### config.mk
export PLATFORM = sky130hd
export DESIGN_NAME = pal_sweep_ctrl
export DESIGN_NICKNAME = d
export VERILOG_FILES = /design/src/rtl/pal_sweep_ctrl_pkg.sv /design/src/rtl/pal_sweep_ctrl_settle_timer.sv /design/src/rtl/pal_sweep_ctrl.sv
export SDC_FILE = /design/constraint.sdc
export NUM_CORES = 1
export LEC_CHECK = 0
export CORE_MARGIN = 8
export CORE_UTILIZATION = 45
export CTS_CLUSTER_DIAMETER = 150
export CTS_CLUSTER_SIZE = 10
export DETAILED_ROUTE_END_ITERATION = 16
export HOLD_SLACK_MARGIN = 0.1
export PLACE_DENSITY = 0.79
export SETUP_SLACK_MARGIN = 0.2
export SLEW_MARGIN = 20
export SYNTH_ARGS = -nofsm -noshare
export SYNTH_HDL_FRONTEND = slang
export SYNTH_HIERARCHICAL = 1
export SYNTH_SLANG_ARGS = --single-unit
### constraint.sdc
create_clock -name clk -period 2.4 [get_ports clk]
set_input_delay 0.24 -clock clk [delete_from_list [all_inputs] [get_ports clk]]
set_output_delay 0.24 -clock clk [all_outputs]
set_load 0.03 [all_outputs]
### src/rtl/pal_sweep_ctrl_pkg.sv
// Shared definitions for the PAL sweep controller: FSM encodings and table sizing.
package pal_sweep_ctrl_pkg;

    localparam logic [1:0] ST_IDLE   = 2'd0;
    localparam logic [1:0] ST_APPLY  = 2'd1;
    localparam logic [1:0] ST_SAMPLE = 2'd2;
    localparam logic [1:0] ST_DONE   = 2'd3;

    // Width of a packed truth table: one N_OUT-bit word per input vector.
    function automatic int table_width(input int n_in, input int n_out);
        return n_out * (1 << n_in);
    endfunction

endpackage

### src/rtl/pal_sweep_ctrl_settle_timer.sv
// pal_settle_timer: loadable down-counter with a zero flag, paces the per-vector settle wait.
module pal_settle_timer #(
    parameter int W = 1
) (
    input  logic         clk,
    input  logic         rst_n,
    input  logic         load,
    input  logic [W-1:0] load_val,
    input  logic         dec,
    output logic         zero
);

    logic [W-1:0] count_q;

    always_ff @(posedge clk) begin
        if (!rst_n) begin
            count_q <= '0;
        end else if (load) begin
            count_q <= load_val;
        end else if (dec && (count_q != '0)) begin
            count_q <= count_q - 1'b1;
        end
    end

    assign zero = (count_q == '0);

endmodule

### src/rtl/pal_sweep_ctrl.sv
// Exhaustive PAL/PLA self-test sequencer: sweeps all input vectors, captures a truth table, compares it.
// Optional first-failure reporting (fail_idx/fail_any) is enabled by defining PAL_SWEEP_FAIL_IDX_EN.
//
// state  | meaning
// IDLE   | waiting for start
// APPLY  | vector driven on pal_in, waiting SETTLE cycles
// SAMPLE | capture pal_out into the table, advance or finish
// DONE   | compare captured table against exp_table, pulse done
module pal_sweep_ctrl
    import pal_sweep_ctrl_pkg::*;
#(
    parameter int N_IN   = 3,
    parameter int N_OUT  = 3,
    parameter int SETTLE = 1
) (
    input  logic                                 clk,
    input  logic                                 rst_n,
    input  logic                                 start,
    input  logic                                 abort,
    output logic [N_IN-1:0]                      pal_in,
    input  logic [N_OUT-1:0]                     pal_out,
    input  logic [table_width(N_IN, N_OUT)-1:0]  exp_table,
    output logic [table_width(N_IN, N_OUT)-1:0]  table_q,
`ifdef PAL_SWEEP_FAIL_IDX_EN
    output logic [N_IN-1:0]                      fail_idx,
    output logic                                 fail_any,
`endif
    output logic                                 busy,
    output logic                                 done,
    output logic                                 pass
);

    localparam int TW = table_width(N_IN, N_OUT);
    localparam int CW = (SETTLE > 1) ? $clog2(SETTLE) : 1;
    localparam logic [CW-1:0]   SETTLE_M1 = CW'(SETTLE - 1);
    localparam logic [N_IN-1:0] LAST_VEC  = '1;

    logic [1:0] state_q;
    logic [1:0] state_d;
    logic       accept;
    logic       last_vec;
    logic       timer_load;
    logic       timer_zero;
    logic [N_OUT-1:0] exp_word;

    assign accept   = (state_q == ST_IDLE) && start && !abort;
    assign last_vec = (pal_in == LAST_VEC);
    assign exp_word = exp_table[int'(pal_in) * N_OUT +: N_OUT];

    assign timer_load = accept || ((state_q == ST_SAMPLE) && !abort && !last_vec);

    pal_settle_timer #(.W(CW)) u_settle_timer (
        .clk      (clk),
        .rst_n    (rst_n),
        .load     (timer_load),
        .load_val (SETTLE_M1),
        .dec      (state_q == ST_APPLY),
        .zero     (timer_zero)
    );

    always_comb begin
        state_d = state_q;
        case (state_q)
            ST_IDLE:   if (accept) state_d = ST_APPLY;
            ST_APPLY: begin
                if (abort)           state_d = ST_IDLE;
                else if (timer_zero) state_d = ST_SAMPLE;
            end
            ST_SAMPLE: begin
                if (abort)         state_d = ST_IDLE;
                else if (last_vec) state_d = ST_DONE;
                else               state_d = ST_APPLY;
            end
            ST_DONE:   state_d = ST_IDLE;
            default:   state_d = ST_IDLE;
        endcase
    end

    always_ff @(posedge clk) begin
        if (!rst_n) begin
            state_q <= ST_IDLE;
            pal_in  <= '0;
            table_q <= '0;
            busy    <= 1'b0;
            done    <= 1'b0;
            pass    <= 1'b0;
        end else begin
            state_q <= state_d;
            done    <= (state_q == ST_DONE);
            if (accept) begin
                pal_in <= '0;
                busy   <= 1'b1;
                pass   <= 1'b0;
            end
            // A sample in progress is still captured even if abort arrives with it.
            if (state_q == ST_SAMPLE) begin
                table_q[int'(pal_in) * N_OUT +: N_OUT] <= pal_out;
                if (!abort && !last_vec) pal_in <= pal_in + 1'b1;
            end
            if (abort && ((state_q == ST_APPLY) || (state_q == ST_SAMPLE))) begin
                busy <= 1'b0;
                pass <= 1'b0;
            end
            if (state_q == ST_DONE) begin
                busy <= 1'b0;
                pass <= (table_q == exp_table);
            end
        end
    end

`ifdef PAL_SWEEP_FAIL_IDX_EN
    always_ff @(posedge clk) begin
        if (!rst_n) begin
            fail_idx <= '0;
            fail_any <= 1'b0;
        end else if (accept) begin
            fail_idx <= '0;
            fail_any <= 1'b0;
        end else if ((state_q == ST_SAMPLE) && (pal_out != exp_word) && !fail_any) begin
            fail_idx <= pal_in;
            fail_any <= 1'b1;
        end
    end
`else
    logic unused_exp_word;
    assign unused_exp_word = ^exp_word;
`endif

endmodule

# Word-level counts from Yosys, hierarchy flattened
# Index checks and enable logic that the tools add are counted.
# word_totals
regBits,33
latchBits,0
ram_bits,0
romBits,0
out_inout_bits,30
mem_count,0
# classes
n_addsub,3
n_mul,1
div,0
magnitude_cmp,0
eq_ne,7
n_shift,2
muxes,13
bitwise_logic,1
reduce_logical,16
# ops
op,count
5-bit negator with 33-bit output,1
"3-bit by 33-bit variable shift with 24-bit output, first input constant",1
3-bit by 33-bit variable part select with 24-bit output,1
24-bit bitwise mux,1
24-bit equality test,1
2-bit two-way mux,5
3-bit two-way mux,3
2-bit one-hot mux with 4 select lines,1
1-bit logical AND,7
"3-bit by 2-bit multiplier with 5-bit output, second input constant",1
"2-bit equality test, second input constant",2
"3-bit by 1-bit adder with 3-bit output, second input constant",1
"3-bit equality test, second input constant",1
1-bit two-way mux,3
"3-bit inequality test, second input constant",1
3-bit nonzero test,1
3-bit OR reduction,1
"2-bit by 1-bit equality test with 1-bit output, second input constant",1
1-bit logical NOT,2
2-bit logical NOT,1
1-bit logical OR,2
"2-bit inequality test, second input constant",1
2-bit AND reduction,1
2-bit OR reduction,1
2 further kinds,2

# Longest topological paths before layout
# logic_depth
ltp_word,6
ltp_mapped,8
ltp_nobuf,7

# Hierarchy
# Netlist, hierarchy kept.
# modules_own_cells
mod,instances,cells_each,area_each_um2,seq_area_each_um2
pal_sweep_ctrl,1,194,1740.4,640.6
pal_settle_timer,1,5,48.8,20.0

# Least setup slack after synthesis
# No wires, ideal clock.
# synth_path
path_kind,reg-to-reg
start,register pal_in[0]
end,register table_q[3]
setup_ns,0.128
arrival_time_ns,1.908
slack_ns,0.364
path_stages_with_launch,8
cell_sequence,dfxtp_1 > clkbuf_1 > inv_1 > ha_1 > xor2_1 > nor2_1 > mux2i_1 > nor2_1
# synth_via
elab_chain_len,4
# synth_lines
element,line_no,source
start: declaration,pal_sweep_ctrl.sv:20,"output logic [N_IN-1:0] pal_in,"
start signal: assignment,pal_sweep_ctrl.sv:98,if (!abort && !last_vec) pal_in <= pal_in + 1'b1;
3-bit by 2-bit multiplier with 5-bit output *,pal_sweep_ctrl.sv:97,table_q[int'(pal_in) * N_OUT +: N_OUT] <= pal_out;
5-bit negator with 33-bit output *,pal_sweep_ctrl.sv:97,
3-bit by 33-bit variable part select with 24-bit output or 3-bit by 33-bit variable shift with 24-bit output (tied branches),pal_sweep_ctrl.sv:97,
24-bit bitwise mux *,pal_sweep_ctrl.sv:97,
end signal: indexed assignment,pal_sweep_ctrl.sv:97,
end: declaration,pal_sweep_ctrl.sv:23,"output logic [table_width(N_IN, N_OUT)-1:0] table_q,"
# Mark *: on every way between the ends. The rest lies on a longest branch, timed or not.
# A chain may end at the register's enable or synchronous reset.

# Worst setup path in the final report
# layout_path
start,register pal_in[0]
end,register table_q[10]
# Same word-level chain as after synthesis.

==> key figures <==
Run status
  • Status: complete, no violations

Power
  • P_sw: approximately 270 uW
  • Comb power frac: roughly an eighth
  • Peak VDD IR: roughly 380 uV
  • Power Density: between 400 and 500 nW/um2
  • Switching Fraction: 23.22%
  • Share of power burned in registers: around half
  • Clock network power share: 39.8%
  • Leakage Power: ~0.001 uW
  • Int Pwr: slightly below 900 uW
  • Power consumption: between 1000 and 1500 uW

CTS
  • Post-CTS Hold Fix Bufs: 0
  • Clk sinks: 33
  • Post-CTS Repair Setup Buffers: 0
  • Clock-pin slew on the worst setup and hold paths: approximately 0.06 ns
  • Clk root buf: clkbuf_8
  • Clock Tree Buf Depth: 2
  • TritonCTS clock tree: built
  • CTS H-tree depth: 2
  • Clk Latency, worst-skew pair: ~0.29 ns
  • CTS Buf Count: 5
  • Post_cts resized: 0

Timing
  • Fin crit share: 82.16%
  • Unrepaired setup endpoints after global routing: false
  • Clock Skew: 0.003135 ns
  • Endpoints failing setup: 0
  • Crit path time final: approximately 2.0 ns
  • Slew @ Worst Pin: between 0.5 and 0.6 ns
  • Final slew viol count: 0
  • Final Hold Fails: 0
  • Worst hold slack: around 0.47 ns
  • Slew headroom: ~66%
  • Setup tns final: 0 ns
  • Fmax: 507.1 MHz

Worst setup path
  • CP top delay family: flip-flops
  • FF-to-FF path depth: 6
  • Worst EP arrival: roughly 2.1 ns
  • WP buf/inv: 1
  • Critical path peak fanout: 13
  • Largest stage delay, worst path: ~0.55 ns
  • Crit path max-delay cell type: dfxtp_1
  • Critical path required time: 2.56 ns
  • Most used cell, CP: nor2_1
  • Levels on crit path: 6
  • Crit path kind: reg -> reg
  • Crit-path cells: inv_1 -> ha_1 -> xor2_1 -> nor2_1 -> mux2i_1 -> nor2_1
  • Startpoint Class: flip-flop
  • Crit path capture type: flip-flop

Yosys
  • Post-synthesis instance area: about 1800 um2
  • Mapped Nets: 240
  • #FFs+latches synth: 33
  • Avg Cell Area, Syn: around 9.0 um2
  • Register area share after synthesis: approximately 37%
  • Synth warn: 6
  • Yosys cell types: 35
  • Cells after Synth: 199

Final layout
  • Fin area: roughly 2500 um2
  • Final core utilization: 64.93%
  • Synth-to-Final Area Change: 42.03%
  • Final nets: 303
  • Antenna Cells: 0
  • Fraction of layout cells with a size suffix above 1: under 10%
  • Fillers: 354

Global route
  • GRT Overall Usage: ~16%
  • Vias in the first global route: 1,618
  • Initial antenna violation count: 0
  • Largest net degree at the start of global routing: 19
  • First-pass GRT wire length: about 7800 um
  • Grt total ovfl: 0

Die
  • Core Area: 3914 um2
  • Initial Utilization: 45.72%
  • Die width: between 70 and 80 um
  • Die height: slightly below 80 um
  • Die area: 6250 um2
  • Boundary Pins: between 60 and 70
  • FP Rows: 23

Routing
  • Final routed DRC violation total: 0
  • Antenna viol nets, final: 0
  • Final WL: 4703 um
  • Avg WL per Cell: between 15 and 20 um
  • DR pass1 iterations: 4
  • Vias: between 1,500 and 2,000
  • Vias per Instance: 5.115
  • DR iter-0 viols: 83

Place
  • RePlAce Congestion: around 0.86
  • IO buf count: 60
  • HPWL after detailed placement: 3772 um
  • Placed Area: about 2400 um2

Hold path
  • Worst min-delay path class: reg -> reg
  • Worst hold path depth: 1

Flow run
  • Maxcap violations: 0
-- final timing paths --
check	start	end	slack (ns)
setup / recovery	pal_in[0]$_SDFF_PN0_	table_q[10]$_SDFFE_PN0P_	0.43
hold / removal	busy$_SDFFE_PP0P_	busy$_SDFFE_PP0P_	0.47
setup reg to reg	pal_in[0]$_SDFF_PN0_	table_q[10]$_SDFFE_PN0P_	0.43
hold reg to reg	busy$_SDFFE_PP0P_	busy$_SDFFE_PP0P_	0.47
-- synth_stat cells --
cell type   n  area share, %
nand4_1     4            1.4
o41ai_2     1           0.91
a21oi_1    10            2.8
nor3_1      2           0.56
dfxtp_1    33             37
and2_2      1           0.42
o211a_1     1           0.56
and2_1      4            1.4
mux2i_1    19             11
nand3_1     2           0.56
xor2_1     12            5.9
o22ai_1     1           0.35
or4_1       1           0.42
o21ai_0     6            1.7
nor4_1      2           0.70
nand2_1    13            2.7
nor4bb_1    3            1.7
nor3b_1     3            1.3
conb_1      1           0.21
and3b_1     1           0.49
buf_1       1           0.21
nor2_4      2            1.3
xnor2_2     1           0.91
a22oi_1     2           0.84
clkbuf_2    1           0.28
nor2b_1     1           0.35
o21a_1      1           0.42
xnor2_1    13            6.4
and3_1      3            1.0
nand2b_1    1           0.35
nor2_1     29            6.1
clkbuf_1    3           0.63
ha_1       10            7.0
inv_1       9            1.9
a211oi_1    2           0.84
-- sequential cells by signal, summed over array words and instances, names as in the netlist --
signal / cells
state_q: 2
table_q: 24
pal_in: 3
busy: 1
pass: 1
u_settle_timer/count_q: 1
done: 1
-- metal layers --
metal / global-route usage, % / part of all wire [%]
met5: 0 / 0
met4: 6.852 / 2.1
met3: 5.305 / 7.9
met2: 24.08 / 45
met1: 19.28 / 45
-- final cells by class --
class                   instances  area [um2]  area share (%)
clock buffers                   7       96.34           3.791
clock inverters                 1       5.005          0.1969
inverters                       9       33.78           1.329
multi-input cells             152        1075           42.29
flip-flops and latches         33       660.6           26.00
well taps                      50       62.56           2.462
repair buffers                 61       608.1           23.93
-- kinds of logic after synthesis --
family / count (synthesis) / synth area share [%]
AO/OA/AOI/OAI: 24 / 8.392
XOR/XNOR: 26 / 13.15
adder cells (fa/ha/maj): 10 / 6.993
buffers and inverters: 14 / 3.006
flip-flops: 33 / 36.92
multiplexers: 19 / 10.63
other: 1 / 0.2096
AND/OR/NAND/NOR: 72 / 20.70
-- layout by cell type, fill, tap and decap left out, types with 2 or more instances in the layout --
cell type / instances
mux2i_1: 19
xor2_1: 12
nand4_1: 4
a22oi_1: 2
nand2_1: 13
clkbuf_8: 7
nor2_4: 2
nor4bb_1: 3
and2_1: 4
xnor2_1: 13
nor2_1: 29
nor3b_1: 3
clkdlybuf4s50_1: 60
a211oi_1: 2
ha_1: 10
a21oi_1: 10
and3_1: 3
dfxtp_1: 33
nand3_1: 2
o21ai_0: 6
nor4_1: 2
inv_1: 9
nor3_1: 2
-- through the flow --
stage / setup slack [ns] / cells
finish: 0.4281 / 313
global route: 0.2867 / 313
global placement: 0.5184 / 305
detailed placement: 0.4423 / 305
floorplan: 0.3643 / 199
CTS: 0.4262 / 313
-- power groups by stage --
stage | clock (uW) | sequential [uW] | combinational (uW)
detailed placement | 0 | 571 | 140
global route | 494 | 559 | 152
floorplan | 0 | 574 | 60.9
global placement | 0 | 571 | 136
CTS | 471 | 559 | 140
finish | 462 | 559 | 140
(Power assumes the default switching activity.)
